`src/rtl/fetch_inst_queue_if.sv`:
```
// Handshake/data bundle between the IF1 packet writer, the fetch instruction queue and ID.
// slave = queue side, master = writer/ID side.
`ifndef INST_NOP
`define INST_NOP 32'h03400000
`endif

interface fetch_inst_queue_if;
  logic        write_en;
  logic        fifo_allowin;
  logic        space_ok;
  logic        nearly_full;
  logic [31:0] in_pc;
  logic [31:0] in_pc_next;
  logic        in_pc_taken;
  logic [31:0] in_inst0;
  logic [31:0] in_inst1;
  logic [31:0] in_badv;
  logic [6:0]  in_exception;
  logic [1:0]  in_excp_flag;
  logic        id_allowin;
  logic [1:0]  out_valid;
  logic [31:0] out_pc0, out_pc1;
  logic [31:0] out_pc_next0, out_pc_next1;
  logic        out_taken0, out_taken1;
  logic [31:0] out_inst0, out_inst1;
  logic        out_excp0, out_excp1;
  logic [31:0] out_badv;
  logic [6:0]  out_exception;

  modport slave (
    input  write_en, in_pc, in_pc_next, in_pc_taken, in_inst0, in_inst1,
           in_badv, in_exception, in_excp_flag, id_allowin,
    output fifo_allowin, space_ok, nearly_full, out_valid, out_pc0, out_pc1,
           out_pc_next0, out_pc_next1, out_taken0, out_taken1, out_inst0, out_inst1,
           out_excp0, out_excp1, out_badv, out_exception
  );

  modport master (
    output write_en, in_pc, in_pc_next, in_pc_taken, in_inst0, in_inst1,
           in_badv, in_exception, in_excp_flag, id_allowin,
    input  fifo_allowin, space_ok, nearly_full, out_valid, out_pc0, out_pc1,
           out_pc_next0, out_pc_next1, out_taken0, out_taken1, out_inst0, out_inst1,
           out_excp0, out_excp1, out_badv, out_exception
  );
endinterface

```
`src/rtl/fetch_inst_queue.sv`:
```
// Circular buffer of 2-wide fetch packets, split into up to two in-order instructions per cycle for ID.
// A packet is visible the cycle after it is written; flags derive from the pre-update entry count.
module fetch_inst_queue #(
  parameter int DEPTH     = 8,
  parameter int LOG_DEPTH = 3
) (
  input  logic              clk,
  input  logic              rstn,
  input  logic              flush,
  fetch_inst_queue_if.slave bus
);
  typedef struct packed {
    logic [31:0] pc;
    logic [31:0] pc_next;
    logic        taken;
    logic [31:0] inst0;
    logic [31:0] inst1;
    logic [31:0] badv;
    logic [6:0]  exception;
    logic [1:0]  excp_flag;
    logic        len2;
  } entry_t;

  localparam logic [LOG_DEPTH:0] DEPTH_C = (LOG_DEPTH+1)'(DEPTH);

  entry_t               mem_q [DEPTH];
  logic [LOG_DEPTH-1:0] wr_ptr_q, wr_ptr_d, rd_ptr_q, rd_ptr_d, rd1;
  logic [LOG_DEPTH:0]   count_q, count_d;
  logic                 half_q, half_d;

  entry_t      head;
  logic        allowin, wr_fire, pop0, pop1;
  logic [1:0]  retired;
  logic        last0, h1_last, vld0, vld1, vld1_raw;
  logic [31:0] pc0, pc1, pc_next0, pc_next1, inst0, inst1;
  logic        taken0, taken1, excp0, excp1;

  assign allowin          = (count_q != DEPTH_C);
  assign bus.fifo_allowin = allowin;
  assign bus.space_ok     = (count_q <= DEPTH_C - (LOG_DEPTH+1)'(2));
  assign bus.nearly_full  = (count_q == DEPTH_C - (LOG_DEPTH+1)'(1));
  assign wr_fire          = bus.write_en & allowin;

  // Slot0 is instruction 'half' of the head; slot1 is the head's second word or h1's first.
  always_comb begin
    head     = mem_q[rd_ptr_q];
    rd1      = rd_ptr_q + LOG_DEPTH'(1);
    last0    = half_q | ~head.len2;
    h1_last  = ~mem_q[rd1].len2;
    vld0     = (count_q != '0);
    pc0      = head.pc + {29'd0, half_q, 2'b00};
    inst0    = half_q ? head.inst1 : head.inst0;
    pc_next0 = last0 ? head.pc_next : pc0 + 32'd4;
    taken0   = last0 & head.taken;
    excp0    = head.excp_flag[half_q];
    if (!last0) begin
      vld1_raw = vld0;
      pc1      = head.pc + 32'd4;
      inst1    = head.inst1;
      pc_next1 = head.pc_next;
      taken1   = head.taken;
      excp1    = head.excp_flag[1];
    end else begin
      vld1_raw = (count_q >= (LOG_DEPTH+1)'(2));
      pc1      = mem_q[rd1].pc;
      inst1    = mem_q[rd1].inst0;
      pc_next1 = h1_last ? mem_q[rd1].pc_next : mem_q[rd1].pc + 32'd4;
      taken1   = h1_last & mem_q[rd1].taken;
      excp1    = mem_q[rd1].excp_flag[0];
    end
    // Exceptions and taken branches leave the queue alone.
    vld1 = vld1_raw & vld0 & ~excp0 & ~taken0;
  end

  always_comb begin
    pop0    = bus.id_allowin & vld0;
    pop1    = bus.id_allowin & vld1;
    retired = 2'd0;
    half_d  = half_q;
    if (pop0) begin
      if (!last0) begin
        if (pop1) begin
          retired = 2'd1;
          half_d  = 1'b0;
        end else begin
          half_d  = 1'b1;
        end
      end else begin
        retired = 2'd1;
        half_d  = 1'b0;
        if (pop1) begin
          if (h1_last) retired = 2'd2;
          else         half_d  = 1'b1;
        end
      end
    end
    rd_ptr_d = rd_ptr_q + LOG_DEPTH'(retired);
    wr_ptr_d = wr_ptr_q + LOG_DEPTH'(wr_fire);
    count_d  = count_q + (LOG_DEPTH+1)'(wr_fire) - (LOG_DEPTH+1)'(retired);
  end

  always_ff @(posedge clk or negedge rstn) begin
    if (!rstn) begin
      wr_ptr_q <= '0;
      rd_ptr_q <= '0;
      count_q  <= '0;
      half_q   <= 1'b0;
    end else if (flush) begin
      wr_ptr_q <= '0;
      rd_ptr_q <= '0;
      count_q  <= '0;
      half_q   <= 1'b0;
    end else begin
      wr_ptr_q <= wr_ptr_d;
      rd_ptr_q <= rd_ptr_d;
      count_q  <= count_d;
      half_q   <= half_d;
    end
  end

  always_ff @(posedge clk) begin
    if (wr_fire && !flush) begin
      mem_q[wr_ptr_q] <= '{pc: bus.in_pc, pc_next: bus.in_pc_next, taken: bus.in_pc_taken,
                           inst0: bus.in_inst0, inst1: bus.in_inst1, badv: bus.in_badv,
                           exception: bus.in_exception, excp_flag: bus.in_excp_flag,
                           len2: ~bus.in_pc[2]};
    end
  end

  // Invalid slots present zero data and NOP words.
  assign bus.out_valid     = {vld1, vld0};
  assign bus.out_pc0       = vld0 ? pc0 : '0;
  assign bus.out_pc_next0  = vld0 ? pc_next0 : '0;
  assign bus.out_taken0    = vld0 & taken0;
  assign bus.out_inst0     = vld0 ? inst0 : `INST_NOP;
  assign bus.out_excp0     = vld0 & excp0;
  assign bus.out_badv      = vld0 ? head.badv : '0;
  assign bus.out_exception = vld0 ? head.exception : '0;
  assign bus.out_pc1       = vld1 ? pc1 : '0;
  assign bus.out_pc_next1  = vld1 ? pc_next1 : '0;
  assign bus.out_taken1    = vld1 & taken1;
  assign bus.out_inst1     = vld1 ? inst1 : `INST_NOP;
  assign bus.out_excp1     = vld1 & excp1;
endmodule

```
`src/flat_wrapper.sv`:
```
// flat-port wrapper written by rule: the top's interface ports become plain ports
module fetch_inst_queue_flat 
#(
  parameter int DEPTH     = 8,
  parameter int LOG_DEPTH = 3
)
  (clk, rstn, flush, bus_write_en, bus_in_pc, bus_in_pc_next, bus_in_pc_taken, bus_in_inst0, bus_in_inst1, bus_in_badv, bus_in_exception, bus_in_excp_flag, bus_id_allowin, bus_fifo_allowin, bus_space_ok, bus_nearly_full, bus_out_valid, bus_out_pc0, bus_out_pc1, bus_out_pc_next0, bus_out_pc_next1, bus_out_taken0, bus_out_taken1, bus_out_inst0, bus_out_inst1, bus_out_excp0, bus_out_excp1, bus_out_badv, bus_out_exception);
  fetch_inst_queue_if bus_i ();
  input  logic clk;
  input  logic rstn;
  input  logic flush;
  input wire logic [$bits(bus_i.write_en)-1:0] bus_write_en;
  input wire logic [$bits(bus_i.in_pc)-1:0] bus_in_pc;
  input wire logic [$bits(bus_i.in_pc_next)-1:0] bus_in_pc_next;
  input wire logic [$bits(bus_i.in_pc_taken)-1:0] bus_in_pc_taken;
  input wire logic [$bits(bus_i.in_inst0)-1:0] bus_in_inst0;
  input wire logic [$bits(bus_i.in_inst1)-1:0] bus_in_inst1;
  input wire logic [$bits(bus_i.in_badv)-1:0] bus_in_badv;
  input wire logic [$bits(bus_i.in_exception)-1:0] bus_in_exception;
  input wire logic [$bits(bus_i.in_excp_flag)-1:0] bus_in_excp_flag;
  input wire logic [$bits(bus_i.id_allowin)-1:0] bus_id_allowin;
  output wire logic [$bits(bus_i.fifo_allowin)-1:0] bus_fifo_allowin;
  output wire logic [$bits(bus_i.space_ok)-1:0] bus_space_ok;
  output wire logic [$bits(bus_i.nearly_full)-1:0] bus_nearly_full;
  output wire logic [$bits(bus_i.out_valid)-1:0] bus_out_valid;
  output wire logic [$bits(bus_i.out_pc0)-1:0] bus_out_pc0;
  output wire logic [$bits(bus_i.out_pc1)-1:0] bus_out_pc1;
  output wire logic [$bits(bus_i.out_pc_next0)-1:0] bus_out_pc_next0;
  output wire logic [$bits(bus_i.out_pc_next1)-1:0] bus_out_pc_next1;
  output wire logic [$bits(bus_i.out_taken0)-1:0] bus_out_taken0;
  output wire logic [$bits(bus_i.out_taken1)-1:0] bus_out_taken1;
  output wire logic [$bits(bus_i.out_inst0)-1:0] bus_out_inst0;
  output wire logic [$bits(bus_i.out_inst1)-1:0] bus_out_inst1;
  output wire logic [$bits(bus_i.out_excp0)-1:0] bus_out_excp0;
  output wire logic [$bits(bus_i.out_excp1)-1:0] bus_out_excp1;
  output wire logic [$bits(bus_i.out_badv)-1:0] bus_out_badv;
  output wire logic [$bits(bus_i.out_exception)-1:0] bus_out_exception;
  assign bus_i.write_en = bus_write_en;
  assign bus_i.in_pc = bus_in_pc;
  assign bus_i.in_pc_next = bus_in_pc_next;
  assign bus_i.in_pc_taken = bus_in_pc_taken;
  assign bus_i.in_inst0 = bus_in_inst0;
  assign bus_i.in_inst1 = bus_in_inst1;
  assign bus_i.in_badv = bus_in_badv;
  assign bus_i.in_exception = bus_in_exception;
  assign bus_i.in_excp_flag = bus_in_excp_flag;
  assign bus_i.id_allowin = bus_id_allowin;
  assign bus_fifo_allowin = bus_i.fifo_allowin;
  assign bus_space_ok = bus_i.space_ok;
  assign bus_nearly_full = bus_i.nearly_full;
  assign bus_out_valid = bus_i.out_valid;
  assign bus_out_pc0 = bus_i.out_pc0;
  assign bus_out_pc1 = bus_i.out_pc1;
  assign bus_out_pc_next0 = bus_i.out_pc_next0;
  assign bus_out_pc_next1 = bus_i.out_pc_next1;
  assign bus_out_taken0 = bus_i.out_taken0;
  assign bus_out_taken1 = bus_i.out_taken1;
  assign bus_out_inst0 = bus_i.out_inst0;
  assign bus_out_inst1 = bus_i.out_inst1;
  assign bus_out_excp0 = bus_i.out_excp0;
  assign bus_out_excp1 = bus_i.out_excp1;
  assign bus_out_badv = bus_i.out_badv;
  assign bus_out_exception = bus_i.out_exception;
  fetch_inst_queue #(.DEPTH(DEPTH), .LOG_DEPTH(LOG_DEPTH)) u_core (.clk(clk), .rstn(rstn), .flush(flush), .bus(bus_i));
endmodule
```
`config.mk`:
```
export PLATFORM = sky130hd
export DESIGN_NAME = fetch_inst_queue_flat
export DESIGN_NICKNAME = d
export VERILOG_FILES = /design/src/rtl/fetch_inst_queue_if.sv /design/src/rtl/fetch_inst_queue.sv /design/src/flat_wrapper.sv
export SDC_FILE = /design/constraint.sdc
export NUM_CORES = 2
export LEC_CHECK = 0
export ABC_AREA = 1
export CORE_UTILIZATION = 30
export CTS_BUF_LIST = sky130_fd_sc_hd__clkbuf_8
export CTS_CLUSTER_DIAMETER = 80
export DETAILED_ROUTE_END_ITERATION = 10
export GPL_ROUTABILITY_DRIVEN = 0
export PLACE_DENSITY_LB_ADDON = 0.2
export SKIP_LAST_GASP = 1
export SLEW_MARGIN = 20
export SYNTH_ARGS = -nofsm -noshare
export SYNTH_HDL_FRONTEND = slang
export SYNTH_SLANG_ARGS = --single-unit
```
`constraint.sdc`:
```
create_clock -name clk -period 20.9 [get_ports clk]
set_input_delay 4.18 -clock clk [delete_from_list [all_inputs] [get_ports clk]]
set_output_delay 4.18 -clock clk [all_outputs]
set_load 0.05 [all_outputs]
```
==> impl_metrics.py <==
metrics = {
    "outcome": {
        "status": "complete, no violations",
    },
    "power_and_ir_drop": {
        "irDropWorstVdd_v": 0.000199,
        "p_leak_nw": 28.0,
        "p_per_area_nw_per_um2": 174,
    },
    "grt": {
        "grt_pass1_wl_um": 356000,
        "grt_max_degree": 264,
        "antenna_found_initial": 54,
        "met2_usage_pct": 33.8,
        "gr-usage-met3_pct": 5.25,
        "track_usage_pct": 21.6,
        "gr-total-overflow": 0,
        "grt_pass1_vias": 50900,
        "grt_use_met1_pct": 27.9,
        "grt-busiest-layer": "met2",
    },
    "timing": {
        "period_share_pct": 55.9,
        "setup_violations": 0,
        "setup_ws_ns": 9.22,
        "hold_viol_final": 0,
        "tightest_slew_ns": 1.46,
        "rsz0062_at_grt": "false",
        "fin_setup_tns_ns": 0,
        "slew_headroom_pct": 2.71,
        "finClkSkew_ns": 0.0983,
        "maxSlewViolCount": 0,
        "timing.fmax_mhz": 85.6,
        "final.min_clock_period_ns": 11.68,
    },
    "routing": {
        "postRouteAntennaNets": 0,
        "firstDrtPassIters": 6,
        "drt_iter0_drc": 5501,
        "totalWireLength_um": 251000,
        "vias": 54200,
        "wire_per_inst_um": 24.3,
        "via_per_inst": 5.26,
        "drc": 0,
    },
    "placement": {
        "placed_cells": 9855,
        "placed_area_um2": 73700,
        "numPortBuffers": 414,
        "pre_cts_ws_ns": 10.18,
        "hpwl_um": 149000,
    },
    "hold_path": {
        "min_path_type": "reg2reg",
        "holdPathStages": 2,
    },
    "clocking": {
        "clock_latency_ns": 1.08,
        "cts_hold_buf": 0,
        "cts_resized": 0,
        "clockRootBuffer": "clkbuf_8",
        "clk_path_buf_depth": 4,
        "cts_tree": "built",
        "postCtsSetupBuffers": 0,
        "cts_buffers": 276,
        "clk_pin_slew_ns": 0.06,
        "clock-sinks": 1379,
        "htree_levels": 5,
    },
    "worst_setup_path": {
        "endpoint_kind": "primary output",
        "slowest_delay_ns": 1.06,
        "worst-r2r-cell-count": 20,
        "critPathRequiredTime_ns": 16.72,
        "path_delay_family": "buffers and inverters",
        "path_depth": 12,
        "crit_chain": "buf_12, ha_4, inv_6, buf_4, buf_4, o21ai_0, nor2_1, o21ai_0, o21ai_0, a31oi_1, a211oi_1, clkdlybuf4s50_1",
        "slowest_stage": "clkdlybuf4s50_1",
        "critPathMostFrequentCell": "o21ai_0",
        "arrival_ns": 7.50,
        "path_class": "reg2out",
        "worst-path-buf-inv": 5,
        "crit_path_start_kind": "flip-flop",
        "path_max_fanout": 122,
    },
    "synth": {
        "synth_cells": 6862,
        "ys.flop_type": "edfxtp_1",
        "synth.net_count": 7054,
        "yosysSeqAreaShare_pct": 61.5,
        "synth_edf_count": 1368,
        "netlist_area_um2": 67300,
        "ys_types": 61,
        "synth_seq_cells": 1379,
        "synth_area_leaders": "edfxtp_1, nand2_1, o21ai_0",
        "synthArstFlopShare_pct": 0.798,
        "yosys.area.top_type_share_pct": 61.0,
        "synth.most_common_cell": "edfxtp_1",
        "syn_area_per_cell_um2": 9.81,
        "yosysWarnings": 0,
        "synth_top_cell_by_area": "edfxtp_1",
        "synthTopCellsByCount": "edfxtp_1, nand2_1, nor2_1, o21ai_0, inv_1",
    },
    "cells_and_area": {
        "fin_util_pct": 35.3,
        "layout.cells.non_filler": 10300,
        "finish.instance_area_um2": 78500,
        "layout-drive-gt1-share_pct": 7.92,
        "fill_cells": 22400,
        "final_nets": 7351,
        "area_growth_pct": 16.7,
    },
    "floorplanning": {
        "chipHeight_um": 476,
        "die-area_um2": 226000,
        "io_pins": 415,
        "rows": 173,
        "die_x_um": 476,
        "coreArea_um2": 223000,
        "start_util_pct": 30.2,
    },
    "job": {
        "drv_cap": 0,
    },
}
[path summary, 6_finish.rpt]
path / start / to / slack [ns]
min in group asynchronous: rstn / u_core.half_q$_DFFE_PN0P_ / 3.63
max in group asynchronous: rstn / u_core.rd_ptr_q[2]$_DFF_PN0_ / 16.60
max: u_core.rd_ptr_q[1]$_DFF_PN0_ / bus_out_pc_next1[6] / 9.22
max reg2reg: u_core.rd_ptr_q[1]$_DFF_PN0_ / u_core.count_q[3]$_DFF_PN0_ / 14.66
min reg2reg: u_core.wr_ptr_q[2]$_DFF_PN0_ / u_core.wr_ptr_q[2]$_DFF_PN0_ / 0.60
min: u_core.wr_ptr_q[2]$_DFF_PN0_ / u_core.wr_ptr_q[2]$_DFF_PN0_ / 0.60
[per-stage QoR]
step,hold WS (ns),power [mW]
finish,0.600,13.7
global route,0.629,14.3
CTS,0.594,13.7
detailed placement,0.584,11.1
global placement,0.573,11.1
floorplan,0.542,8.19
[cells in the final DEF (no fill, tap or decap), types with 9 or more instances in the layout]
cell	count
nand2_2	44
nor2_4	24
a221oi_1	33
o21ai_1	60
nor2_2	40
buf_4	78
buf_12	9
nor2_1	924
inv_1	484
o311ai_0	27
o22ai_1	172
nand3_1	374
o21ai_0	880
a211oi_1	17
clkbuf_8	283
a311oi_1	40
nor3_1	16
o221ai_1	24
a31oi_1	90
ha_1	14
diode_2	19
o21ai_2	12
a21oi_1	377
clkdlybuf4s50_1	414
xor2_1	25
edfxtp_1	1368
nand4_1	15
clkinv_2	22
inv_2	12
clkinv_1	57
nand2_1	1233
o211ai_1	46
[report_power, final]
group	leakage [nW]	internal [mW]	switching [mW]	total [mW]
Clock	2.67	1.33	1.18	2.50
Combinational	12.8	2.00	5.96	7.96
Sequential	12.5	3.14	0.0576	3.20
[cell families (layout without fill, tap and decap cells)]
group | after synthesis | in the layout | share of synthesized area, %
simple gates | 2697 | 2697 | 16.5
fa+ha+maj | 17 | 17 | 0.338
flops | 1379 | 1379 | 61.5
other cells | 0 | 19 | 0
compound gates | 1809 | 1809 | 15.1
buf+inv | 927 | 1387 | 6.11
xor+xnor | 33 | 33 | 0.441
[sequential cells by signal (all words and copies together) (netlist names)]
name             count
u_core.rd_ptr_q      3
u_core.mem_q      1368
u_core.count_q       4
u_core.half_q        1
u_core.wr_ptr_q      3
[routing by layer]
layer | routed length, um | share of wire, %
met5 | 340 | 0.14
met4 | 11800 | 4.7
met3 | 20800 | 8.3
met2 | 114000 | 45
met1 | 105000 | 42
[worst min-delay path, delay by kind of cell, from the launching register on]
kind,cells,cell delay (ns)
flip-flops,1,0.41
XOR/XNOR,1,0.08
AND/OR/NAND/NOR,1,0.08
[final cells by class]
| type | instances | area [um^2] | share of cell area [%] |
|---|---|---|---|
| antenna | 19 | 47.5 | 0.0606 |
| clock buffer | 283 | 3890 | 4.96 |
| tap | 2975 | 3720 | 4.74 |
| sequential | 1379 | 41400 | 52.7 |
| inverter | 441 | 1710 | 2.18 |
| multi-input combinational | 4556 | 22000 | 28.0 |
| clock inverter | 158 | 846 | 1.08 |
| timing repair buffer | 505 | 4960 | 6.32 |
Power figures use the tool's default switching activity.
